<file path="config.mk">
export PLATFORM = sky130hd
export DESIGN_NAME = lsu_mem_stage_flat
export DESIGN_NICKNAME = d
export VERILOG_FILES = /design/src/rtl/lsu_mem_stage_if.sv /design/src/rtl/lsu_mem_stage.sv /design/src/flat_wrapper.sv
export SDC_FILE = /design/constraint.sdc
export NUM_CORES = 1
export LEC_CHECK = 0
export ABC_AREA = 0
export BUFFER_PORTS_ARGS = -buffer_cell sky130_fd_sc_hd__clkbuf_2
export CAP_MARGIN = 20
export CORE_MARGIN = 1
export CORE_UTILIZATION = 52
export DETAILED_ROUTE_END_ITERATION = 8
export GPL_TIMING_DRIVEN = 0
export PLACE_DENSITY_LB_ADDON = 0.08
export SLEW_MARGIN = 20
export SYNTH_ARGS = -nofsm -noshare
export SYNTH_HDL_FRONTEND = slang
export SYNTH_SLANG_ARGS = --single-unit
</file>
<file path="constraint.sdc">
create_clock -name clk -period 3.35 [get_ports clk]
set_input_delay 0.67 -clock clk [delete_from_list [all_inputs] [get_ports clk]]
set_output_delay 0.67 -clock clk [all_outputs]
set_load 0.01 [all_outputs]
</file>
<file path="src/rtl/lsu_mem_stage_if.sv">
`default_nettype none
// ============================================================================
// Module      : lsu_mem_stage_if
// Description : Valid/ready data-memory bus between the MEM-stage LSU and the
//               data memory. The request channel carries one word-aligned
//               access with byte strobes; the response channel returns read
//               data or a write acknowledge.
//   master (LSU)   : drives dmem_req_valid, dmem_addr, dmem_we, dmem_wstrb,
//                    dmem_wdata; samples dmem_req_ready, dmem_rsp_valid,
//                    dmem_rdata
//   slave (memory) : the mirror image of master
// Revision    : 1.0 - initial release
// ============================================================================
interface lsu_mem_stage_if #(
    parameter int XLEN = 32
);
    logic            dmem_req_valid;
    logic            dmem_req_ready;
    logic [XLEN-1:0] dmem_addr;
    logic            dmem_we;
    logic [3:0]      dmem_wstrb;
    logic [XLEN-1:0] dmem_wdata;
    logic            dmem_rsp_valid;
    logic [XLEN-1:0] dmem_rdata;

    modport master (
        output dmem_req_valid,
        output dmem_addr,
        output dmem_we,
        output dmem_wstrb,
        output dmem_wdata,
        input  dmem_req_ready,
        input  dmem_rsp_valid,
        input  dmem_rdata
    );

    modport slave (
        input  dmem_req_valid,
        input  dmem_addr,
        input  dmem_we,
        input  dmem_wstrb,
        input  dmem_wdata,
        output dmem_req_ready,
        output dmem_rsp_valid,
        output dmem_rdata
    );
endinterface
`default_nettype wire

</file>
<file path="src/rtl/lsu_mem_stage.sv">
`default_nettype none
// ============================================================================
// Module      : lsu_mem_stage
// Description : MEM-stage load/store unit for the RVX10 five-stage pipeline.
//               Runs one load or store over a variable-latency valid/ready
//               data-memory bus, holds the pipeline with stallM while the
//               access is outstanding, and returns the aligned, sign- or
//               zero-extended load result in ReadDataM.
//   clk, rst_n     : rising-edge clock, asynchronous active-low reset
//   MemReadM       : load in MEM (wins if MemWriteM is also high)
//   MemWriteM      : store in MEM
//   funct3M        : access size / signedness
//   ALUResultM     : effective byte address
//   WriteDataM     : store data (rs2)
//   stallM         : hold IF..MEM/WB pipeline registers
//   ReadDataM      : registered extended load result
//   misaligned_exc : combinational misalignment flag for the MEM access
//   dmem           : data-memory bus (master side)
// Revision    : 1.0 - initial release
// ============================================================================
module lsu_mem_stage #(
    parameter int XLEN = 32
) (
    input  logic             clk,
    input  logic             rst_n,
    input  logic             MemReadM,
    input  logic             MemWriteM,
    input  logic [2:0]       funct3M,
    input  logic [XLEN-1:0]  ALUResultM,
    input  logic [XLEN-1:0]  WriteDataM,
    output logic             stallM,
    output logic [XLEN-1:0]  ReadDataM,
    output logic             misaligned_exc,
    lsu_mem_stage_if.master  dmem
);

    typedef enum logic [1:0] {
        IDLE = 2'd0,
        REQ  = 2'd1,
        WAIT = 2'd2,
        DONE = 2'd3
    } stateT;

    stateT           r_state;
    logic            r_reqValid;
    logic [XLEN-1:0] r_addr;
    logic            r_we;
    logic [3:0]      r_wstrb;
    logic [XLEN-1:0] r_wdata;
    logic [1:0]      r_byteOff;
    logic [2:0]      r_funct3;
    logic [XLEN-1:0] r_readData;

    logic            w_isByte;
    logic            w_isHalf;
    logic            w_isMem;
    logic            w_misaligned;
    logic            w_access;
    logic            w_we;
    logic [3:0]      w_wstrb;
    logic [XLEN-1:0] w_wdata;
    logic [7:0]      w_lb;
    logic [15:0]     w_lh;
    logic [XLEN-1:0] w_loadData;

    // Size decode: funct3[1:0] 00 byte, 01 half, anything else is a word
    // (this folds the reserved 011/110/111 encodings into word accesses).
    always_comb begin
        w_isByte     = (funct3M[1:0] == 2'b00);
        w_isHalf     = (funct3M[1:0] == 2'b01);
        w_isMem      = MemReadM | MemWriteM;
        w_misaligned = w_isMem &
                       ((w_isHalf & ALUResultM[0]) |
                        (~w_isByte & ~w_isHalf & (ALUResultM[1:0] != 2'b00)));
        w_access     = w_isMem & ~w_misaligned;
        // A simultaneous read and write request is serviced as a load.
        w_we         = MemWriteM & ~MemReadM;
    end

    // Store lane placement: the data is replicated across all lanes so the
    // strobes alone select which bytes the memory updates.
    always_comb begin
        w_wstrb = 4'b0000;
        w_wdata = WriteDataM;
        if (w_isByte) begin
            w_wdata = {4{WriteDataM[7:0]}};
            w_wstrb = 4'b0001 << ALUResultM[1:0];
        end else if (w_isHalf) begin
            w_wdata = {2{WriteDataM[15:0]}};
            w_wstrb = ALUResultM[1] ? 4'b1100 : 4'b0011;
        end else begin
            w_wstrb = 4'b1111;
        end
        if (!w_we) begin
            w_wstrb = 4'b0000;
        end
    end

    // Load extraction uses the captured offset/funct3, since the MEM inputs
    // are only guaranteed stable because the pipeline is stalled.
    always_comb begin
        w_lb = dmem.dmem_rdata[{r_byteOff, 3'b000} +: 8];
        w_lh = r_byteOff[1] ? dmem.dmem_rdata[31:16] : dmem.dmem_rdata[15:0];
        case (r_funct3)
            3'b000:  w_loadData = {{24{w_lb[7]}}, w_lb};
            3'b001:  w_loadData = {{16{w_lh[15]}}, w_lh};
            3'b100:  w_loadData = {24'd0, w_lb};
            3'b101:  w_loadData = {16'd0, w_lh};
            default: w_loadData = dmem.dmem_rdata;
        endcase
    end

    always_ff @(posedge clk or negedge rst_n) begin
        if (!rst_n) begin
            r_state    <= IDLE;
            r_reqValid <= 1'b0;
            r_addr     <= '0;
            r_we       <= 1'b0;
            r_wstrb    <= 4'b0000;
            r_wdata    <= '0;
            r_byteOff  <= 2'b00;
            r_funct3   <= 3'b000;
            r_readData <= '0;
        end else begin
            case (r_state)
                IDLE: begin
                    if (w_access) begin
                        r_addr     <= {ALUResultM[XLEN-1:2], 2'b00};
                        r_we       <= w_we;
                        r_wstrb    <= w_wstrb;
                        r_wdata    <= w_wdata;
                        r_byteOff  <= ALUResultM[1:0];
                        r_funct3   <= funct3M;
                        r_reqValid <= 1'b1;
                        r_state    <= REQ;
                    end
                end
                REQ: begin
                    if (dmem.dmem_req_ready) begin
                        r_reqValid <= 1'b0;
                        r_state    <= WAIT;
                    end
                end
                WAIT: begin
                    if (dmem.dmem_rsp_valid) begin
                        if (!r_we) begin
                            r_readData <= w_loadData;
                        end
                        r_state <= DONE;
                    end
                end
                // One unstalled cycle lets the pipeline retire the instruction;
                // going straight back to IDLE without sampling w_access keeps
                // the still-visible old request from being issued twice.
                DONE: begin
                    r_state <= IDLE;
                end
                default: begin
                    r_state <= IDLE;
                end
            endcase
        end
    end

    always_comb begin
        stallM         = ((r_state == IDLE) & w_access) | (r_state == REQ) | (r_state == WAIT);
        misaligned_exc = w_misaligned;
        ReadDataM      = r_readData;
    end

    assign dmem.dmem_req_valid = r_reqValid;
    assign dmem.dmem_addr      = r_addr;
    assign dmem.dmem_we        = r_we;
    assign dmem.dmem_wstrb     = r_wstrb;
    assign dmem.dmem_wdata     = r_wdata;

endmodule
`default_nettype wire

</file>
<file path="src/flat_wrapper.sv">
// flat-port wrapper written by rule: the top's interface ports become plain ports
module lsu_mem_stage_flat 
#(
    parameter int XLEN = 32
)
  (clk, rst_n, MemReadM, MemWriteM, funct3M, ALUResultM, WriteDataM, stallM, ReadDataM, misaligned_exc, dmem_dmem_req_valid, dmem_dmem_addr, dmem_dmem_we, dmem_dmem_wstrb, dmem_dmem_wdata, dmem_dmem_req_ready, dmem_dmem_rsp_valid, dmem_dmem_rdata);
  lsu_mem_stage_if #(.XLEN(XLEN)) dmem_i ();
  input  logic clk;
  input  logic rst_n;
  input  logic MemReadM;
  input  logic MemWriteM;
  input  logic [2:0] funct3M;
  input  logic [XLEN-1:0] ALUResultM;
  input  logic [XLEN-1:0] WriteDataM;
  output logic stallM;
  output logic [XLEN-1:0] ReadDataM;
  output logic misaligned_exc;
  output wire logic [$bits(dmem_i.dmem_req_valid)-1:0] dmem_dmem_req_valid;
  output wire logic [$bits(dmem_i.dmem_addr)-1:0] dmem_dmem_addr;
  output wire logic [$bits(dmem_i.dmem_we)-1:0] dmem_dmem_we;
  output wire logic [$bits(dmem_i.dmem_wstrb)-1:0] dmem_dmem_wstrb;
  output wire logic [$bits(dmem_i.dmem_wdata)-1:0] dmem_dmem_wdata;
  input wire logic [$bits(dmem_i.dmem_req_ready)-1:0] dmem_dmem_req_ready;
  input wire logic [$bits(dmem_i.dmem_rsp_valid)-1:0] dmem_dmem_rsp_valid;
  input wire logic [$bits(dmem_i.dmem_rdata)-1:0] dmem_dmem_rdata;
  assign dmem_dmem_req_valid = dmem_i.dmem_req_valid;
  assign dmem_dmem_addr = dmem_i.dmem_addr;
  assign dmem_dmem_we = dmem_i.dmem_we;
  assign dmem_dmem_wstrb = dmem_i.dmem_wstrb;
  assign dmem_dmem_wdata = dmem_i.dmem_wdata;
  assign dmem_i.dmem_req_ready = dmem_dmem_req_ready;
  assign dmem_i.dmem_rsp_valid = dmem_dmem_rsp_valid;
  assign dmem_i.dmem_rdata = dmem_dmem_rdata;
  lsu_mem_stage #(.XLEN(XLEN)) u_core (.clk(clk), .rst_n(rst_n), .MemReadM(MemReadM), .MemWriteM(MemWriteM), .funct3M(funct3M), .ALUResultM(ALUResultM), .WriteDataM(WriteDataM), .stallM(stallM), .ReadDataM(ReadDataM), .misaligned_exc(misaligned_exc), .dmem(dmem_i));
endmodule
</file>
* Word-level counts from Yosys, hierarchy flattened *
Cells that the tools add are included.
Widths: inputs -> output; s select.

cells by class
  equality and inequality tests = 10
  shift-type cells = 2
  multiplexer cells = 15
  bitwise gates (word level) = 16
  reduce and logical (&&, ||, !) cells = 9

operators by type and width
  kind                 number
  $pmux 32 s4          1
  $mux 32              2
  $shiftx 32x6->8      1
  $mux 16              1
  $mux 4               4
  $reduce_and 3->1     3
  $pmux 2 s4           1
  $and 1x1->1          7
  $eq 3x3->1 const B   2
  $mux 2               3
  $not 1->1            5
  $eq 2x1->1 const B   2
  $eq 2x2->1 const B   2
  $logic_not 2->1      2
  $ne 2x2->1 const B   2
  $or 1x1->1           4
  $reduce_bool 2->1    2
  $shl 1x2->4 const A  1
  $eq 3x1->1 const B   1
  $logic_not 3->1      1
  $mux 1               2
  $ne 2x1->1 const B   1
  $pmux 1 s2           1
  $reduce_and 2->1     1

word-level totals
  flip-flop bits (word level) = 107
  output and inout bits = 104
  word-level logic and storage cells = 61

* Depth between registers and ports, before layout *
Gate-level depths: netlist of the first run.

  depth after elaboration = 11
  mapped depth = 8

* Worst setup path before layout of the first run *
Ideal clock, no wire load.

  kind = in2out
  from = input port funct3M[1]
  to = output port stallM
  data arrival time = 1,730 ps
  required time = 2,680 ps
  setup slack = 950 ps
  stages on the path = 6
  path buffers = 3
  cells stage by stage = clkbuf_1 > o21ai_1 > nand3_1 > buf_2 > buf_1 > nand3_1

between the ends
  word-level cells in the longest chain between the ends = 11

RTL lines
  what                                                  line                                      source
  start, declared                                       flat_wrapper.sv:12                        input logic [2:0] funct3M;
  $eq 2x1->1 / $logic_not 2->1 (equally long branches)  lsu_mem_stage.sv:70, lsu_mem_stage.sv:69
  $not 1->1                                             lsu_mem_stage.sv:74                       (~w_isByte & ~w_isHalf & (ALUResultM[1:0] != 2'b00)));
  $and 1x1->1 (2 in series)                             lsu_mem_stage.sv:74
  $or 1x1->1 (*)                                        lsu_mem_stage.sv:73                       ((w_isHalf & ALUResultM[0]) |
  $and 1x1->1 (*)                                       lsu_mem_stage.sv:72                       w_misaligned = w_isMem &
  $not 1->1 (*)                                         lsu_mem_stage.sv:75                       w_access = w_isMem & ~w_misaligned;
  $and 1x1->1 (*)                                       lsu_mem_stage.sv:75
  $and 1x1->1 (*)                                       lsu_mem_stage.sv:166                      stallM = ((r_state == IDLE) & w_access) | (r_state == REQ) | (r_state == WAIT);
  $or 1x1->1 (*) (2 in series)                          lsu_mem_stage.sv:166
  end, declared                                         flat_wrapper.sv:15                        output logic stallM;

Mark *: on every way between the ends. The rest lies on a longest branch, timed or not.

* Worst setup path after layout of the first run *
Same ends and word-level chain as after synthesis.

==> results of run 1 <==
==> logic make-up after synthesis <==
kind of cell	count (synthesis)
multiplexers	78
adder cells (fa/ha/maj)	4
AND/OR/NAND/NOR	119
other	1
buffers and inverters	37
AO/OA/AOI/OAI	105
flip-flops	107
==> area by class of cell <==
type	count	area [µm²]
Clock buffer	10	138
Fill cell	729	2630
Clock inverter	6	47.5
Sequential cell	107	2680
Multi-Input combinational cell	308	2040
Tap cell	108	135
Buffer	31	140
Inverter	6	22.5
Timing Repair Buffer	206	1060
==> per-stage QoR <==
| stage | power [µW] | setup WS (ps) |
|---|---|---|
| global route | 5930 | 228 |
| detailed placement | 4810 | 372 |
| finish | 5520 | 399 |
| CTS | 5560 | 365 |
| global placement | 4690 | 167 |
| floorplan | 3730 | 950 |
==> path summary, 6_finish.rpt <==
| check | cells after the start | endpoint | start | slack, ps |
|---|---|---|---|---|
| max | 7 | stallM | funct3M[1] | 400 |
| min reg2reg | 2 | u_core.dmem.dmem_wstrb[3] | u_core.dmem.dmem_wstrb[3] | 490 |
| min | 1 | u_core.dmem.dmem_addr[16] | rst_n | 160 |
| max reg2reg | 8 | u_core.ReadDataM[23] | u_core.r_state[0] | 1100 |
| min in group clk | 2 | u_core.dmem.dmem_wstrb[3] | u_core.dmem.dmem_wstrb[3] | 490 |
| max in group asynchronous | 2 | u_core.r_byteOff[1] | rst_n | 2490 |
==> layer usage <==
layer | up-vias | share of wire, % | track usage [%] | routed length [µm]
li1 | 2009 | - | - | -
met1 | 2076 | 41 | 34.9 | 5380
met2 | 185 | 50 | 49.2 | 6580
met3 | 19 | 6.8 | 5.46 | 884
met4 | 0 | 2.0 | 9.64 | 259
met5 | - | 0 | 0 | 0
==> worst max-delay path, cell delays in order <==
cell and delay, ps:
clkbuf_1 210, o21ai_1 190, nand3_1 200, buf_2 260, buf_1 450, nand3_1 150
clkbuf_2 150
==> Yosys cell counts <==
| master | number |
|---|---|
| dfrtp_1 | 107 |
| nand2_1 | 74 |
| mux2_2 | 51 |
| o21ai_0 | 39 |
| nor2_1 | 33 |
| a21oi_1 | 27 |
| mux2i_1 | 26 |
| clkbuf_1 | 15 |
| o31ai_1 | 9 |
| a22oi_1 | 8 |
| a211oi_1 | 7 |
| buf_2 | 7 |
| o22ai_1 | 7 |
| buf_1 | 6 |
| inv_1 | 6 |
| ha_1 | 4 |
| nand2b_1 | 4 |
| nand3_1 | 3 |
| buf_4 | 2 |
| nor2b_1 | 2 |
| o221ai_1 | 2 |
| a21bo_2 | 1 |
| a2bb2oi_1 | 1 |
| a311oi_4 | 1 |
| a31oi_1 | 1 |
| and3b_4 | 1 |
| buf_6 | 1 |
| conb_1 | 1 |
| mux4_2 | 1 |
| nor3_4 | 1 |
| o21ai_1 | 1 |
| o2bb2ai_1 | 1 |
| or2_2 | 1 |
==> report_power, final <==
group / leakage [µW] / switching [µW] / internal [µW] / total (µW)
combinational: 0.00181 / 1390 / 1100 / 2490
sequential: 0.00129 / 348 / 1930 / 2280
clock: 0.0000933 / 459 / 298 / 757
total: 0.00319 / 2190 / 3330 / 5520
==> registers in the layout, summed over array words and instances (netlist names) <==
signal                      cells
u_core.ReadDataM               32
u_core.dmem.dmem_wdata         32
u_core.r_state                  2
u_core.dmem.dmem_wstrb          4
u_core.r_funct3                 3
u_core.r_byteOff                2
u_core.dmem.dmem_addr          30
u_core.dmem.dmem_we             1
u_core.dmem.dmem_req_valid      1
==> results.json, run 1 <==
{
  "ys_ff_latch": 107,
  "min_period_over_period_pct": 88.1,
  "antennaDiodeCount": 0,
  "numCtsBuffers": 9,
  "post-route-util_pct": 70.4,
  "cts_buffer_depth": 2,
  "final_nets": 778,
  "drtIter0Drc": 130,
  "peakVddDrop_v": 0.000387,
  "yosysTopAreaCellShare_pct": 54.9,
  "worstSetupStartpointType": "input port",
  "synth_warnings": 0,
  "synth_compound_area_share_pct": 13.1,
  "grt_max_degree": 84,
  "tns_ps": 0,
  "cts_resized": 0,
  "status": "completed",
  "tightest_slew_ps": 938,
  "start_util_pct": 54.9,
  "dp_cells": 766,
  "overflow": 0,
  "die_w_um": 98.8,
  "layout_common_cells": "clkbuf_2 (204), dfrtp_1 (107), nand2_1 (74)",
  "slew_headroom_pct": 37.2,
  "routed_wl_mm": 13.1,
  "yosysSeqAreaShare_pct": 54.9,
  "vias": 4289,
  "drv_slew": 0,
  "power-per-cell-area_mw_per_mm2": 882,
  "root_buffer": "clkbuf_8",
  "cts_num_sinks": 107,
  "die_h_um": 98.8,
  "grt_pass1_vias": 4303,
  "fin_skew_ps": 11.5,
  "io_pins": 209,
  "port_buffers": 205,
  "synthCells": 451,
  "netlist_area_mm2": 0.00488,
  "core_area_mm2": 0.00889,
  "timing.hold.ws_ps": 162,
  "grt_pass1_wl_mm": 21.3,
  "detail-route-antenna-nets": 0,
  "rsz0062_at_grt": "no",
  "worst_hold_path_type": "input port to async pin",
  "synth.largest_area_cell": "dfrtp_1",
  "h-tree-depth": 3,
  "fmax_ghz": 0.339,
  "clock_latency_ps": 370,
  "synth_cell_type_count": 33,
  "hold_violations": 0,
  "critPathKind": "input port to primary output",
  "wl_per_cell_um": 16.7,
  "synth_top_family_by_area": "multiplexers",
  "synth.mux.area_fraction_pct": 17.6,
  "final_common_cell": "clkbuf_2",
  "fp-row-count": 34,
  "critPathMaxFanout": 10,
  "finalSetupViolCount": 0,
  "cts_tree": "yes",
  "worstSetupEndpointType": "primary output",
  "cp.arrival_ps": 2280,
  "gp_congestion": 0.887,
  "leakage_uw": 0.00319,
  "synth_xor_area_share_pct": 0,
  "postCtsSetupRepairBufs": 0,
  "synthSimpleGateAreaFrac_pct": 10.0,
  "syn-mean-instance-area_um2": 10.8,
  "first_pass_iters": 4,
  "drive_gt1_share_pct": 42.9,
  "fin_area_mm2": 0.00626,
  "vias_per_cell": 5.48,
  "dp_hpwl_mm": 9.93,
  "die_area_mm2": 0.00977,
  "grt_usage_pct": 28.1,
  "syn2layout_area_growth_pct": 28.4,
  "cts_hold_buf": 0,
  "required_ps": 2680,
  "drc": 0,
  "finalNonFillerCells": 782,
  "placed_cell_area_mm2": 0.00608,
  "synth_area_leaders": "dfrtp_1 (55%), mux2_2 (12%), nand2_1 (5.7%), mux2i_1 (5.3%), o21ai_0 (4.0%)",
  "drv_cap": 0,
  "post-route-min-period_ps": 2950,
  "clk_pin_slew_worst_paths_ps": 110,
  "synth_fa_ha_area_share_pct": 1.03,
  "antenna_found_initial": 0
}
No activity file was read; power rests on OpenSTA's default activity.
==> inputs of run 2 (changes only) <==
--- a/config.mk
+++ b/config.mk
@@ -12,6 +12,7 @@
 export CORE_UTILIZATION = 52
 export DETAILED_ROUTE_END_ITERATION = 8
 export GPL_TIMING_DRIVEN = 0
+export MAX_ROUTING_LAYER = met4
 export PLACE_DENSITY_LB_ADDON = 0.08
 export SLEW_MARGIN = 20
 export SYNTH_ARGS = -nofsm -noshare
==> run 2 against run 1 <==
Worst setup slack worse by 1.1 ps. Critical endpoint unchanged. Wire length is essentially flat. Largest power group unchanged. Die area stayed put. Utilization unchanged. Critical path depth did not move.
==> results.json, run 2 (synthesis gave the netlist of run 1 again) <==
{
  "status": "completed",
  "comb_power_share_pct": 45.1,
  "drive_gt1_share_pct": 42.9,
  "placed_cell_area_mm2": 0.00608,
  "slew_headroom_pct": 35.0,
  "fin_skew_ps": 9.91,
  "grt_pass1_wl_mm": 21.3,
  "peakVddDrop_v": 0.000388,
  "cts_buffer_depth": 2,
  "post-route-util_pct": 70.4,
  "worstSetupStartpointType": "input port",
  "cts_resized": 0,
  "leakage_uw": 0.00319,
  "cts_hold_buf": 0,
  "antennaDiodeCount": 0,
  "cts_num_sinks": 107,
  "dp_hpwl_mm": 9.93,
  "final_nets": 778,
  "critPathMaxFanout": 10,
  "vias_per_cell": 5.50,
  "tightest_slew_ps": 971,
  "worstSetupEndpointType": "primary output",
  "grt_max_degree": 84,
  "drc": 0,
  "post-route-min-period_ps": 2950,
  "detail-route-antenna-nets": 0,
  "h-tree-depth": 3,
  "drtIter0Drc": 120,
  "rsz0062_at_grt": "no",
  "root_buffer": "clkbuf_8",
  "drv_cap": 0,
  "grt_usage_pct": 29.0,
  "syn2layout_area_growth_pct": 28.4,
  "core_area_mm2": 0.00889,
  "hold_violations": 0,
  "gp_congestion": 0.902,
  "fin_ws_ps": 398,
  "antenna_found_initial": 0,
  "p_sw_share_pct": 39.7,
  "critPathKind": "input port to primary output",
  "vias": 4304,
  "place_ws_ps": 372,
  "layout_common_cells": "clkbuf_2 (204), dfrtp_1 (107), nand2_1 (74)",
  "wl_per_cell_um": 16.7,
  "worst_hold_path_type": "input port to async pin",
  "finalSetupViolCount": 0,
  "io_pins": 209,
  "die_area_mm2": 0.00977,
  "routed_wl_mm": 13.1,
  "fin_area_mm2": 0.00626,
  "fmax_ghz": 0.339,
  "drv_slew": 0,
  "clk_pin_slew_worst_paths_ps": 110,
  "grt_pass1_vias": 4305,
  "final_common_cell": "clkbuf_2",
  "start_util_pct": 54.9,
  "seq_power_share_pct": 41.2,
  "power_frac_clock_pct": 13.7,
  "cp.arrival_ps": 2280,
  "intPower_uw": 3330,
  "fp-row-count": 34,
  "die_h_um": 98.8,
  "numCtsBuffers": 9,
  "overflow": 0,
  "postCtsSetupRepairBufs": 0,
  "die_w_um": 98.8,
  "required_ps": 2680,
  "first_pass_iters": 4,
  "clock_latency_ps": 360,
  "power-per-cell-area_mw_per_mm2": 882,
  "port_buffers": 205,
  "tns_ps": 0,
  "cts_tree": "yes",
  "min_period_over_period_pct": 88.1,
  "switching_power_uw": 2190
}
[run 2: cell counts in the layout (fill, tap and decap cells not counted)]
No cell type changed its count.
[run 2: stage by stage]
stage	power, µW	std cells	hold WS, ps
after floorplan	3730	452	374
after global placement	4690	765	462
after detailed placement	4810	766	473
after CTS	5560	782	159
after global routing	5930	782	156
final	5520	782	164
[run 2: area by class of cell]
type / count / area (µm²)
plain buffers: 31 / 140
clock buffers: 10 / 138
clock inverters: 6 / 47.5
fillers: 729 / 2630
inverters: 6 / 22.5
multi-input cells: 308 / 2040
flip-flops and latches: 107 / 2680
well taps: 108 / 135
repair buffers: 206 / 1060
[run 2: metal layers]
layer	vias to the layer above	part of all wire, %	GRT usage [%]
met1	2088	41	36.0
met3	19	6.4	4.33
li1	2010	-	-
met5	-	0	-
met2	187	51	48.9
met4	0	1.9	9.64
[run 2: worst paths after layout]
| path | from | endpoint | slack [ps] | cells after the start |
|---|---|---|---|---|
| setup / recovery | funct3M[1] | stallM | 400 | 7 |
| hold / removal | rst_n | u_core.dmem.dmem_addr[16] | 160 | 1 |
| setup reg to reg | u_core.r_state[0] | u_core.ReadDataM[23] | 1090 | 8 |
| hold reg to reg | u_core.dmem.dmem_wstrb[3] | u_core.dmem.dmem_wstrb[3] | 490 | 2 |
| max in group asynchronous | rst_n | u_core.ReadDataM[13] | 2480 | 2 |
| min in group clk | u_core.dmem.dmem_wstrb[3] | u_core.dmem.dmem_wstrb[3] | 490 | 2 |
[run 2: power by group through the flow]
stage	clock network (µW)	logic (µW)	registers, µW
2_1_floorplan	0	1190	2550
3_3_place_gp	0	2430	2260
3_5_place_dp	0	2510	2300
4_1_cts	771	2510	2280
5_1_grt	822	2750	2360
6_report	756	2490	2280
[run 2: worst max-delay path: stages]
cell	delay, ps
clkbuf_1	210
o21ai_1	180
nand3_1	200
buf_2	260
buf_1	460
nand3_1	150
clkbuf_2	150
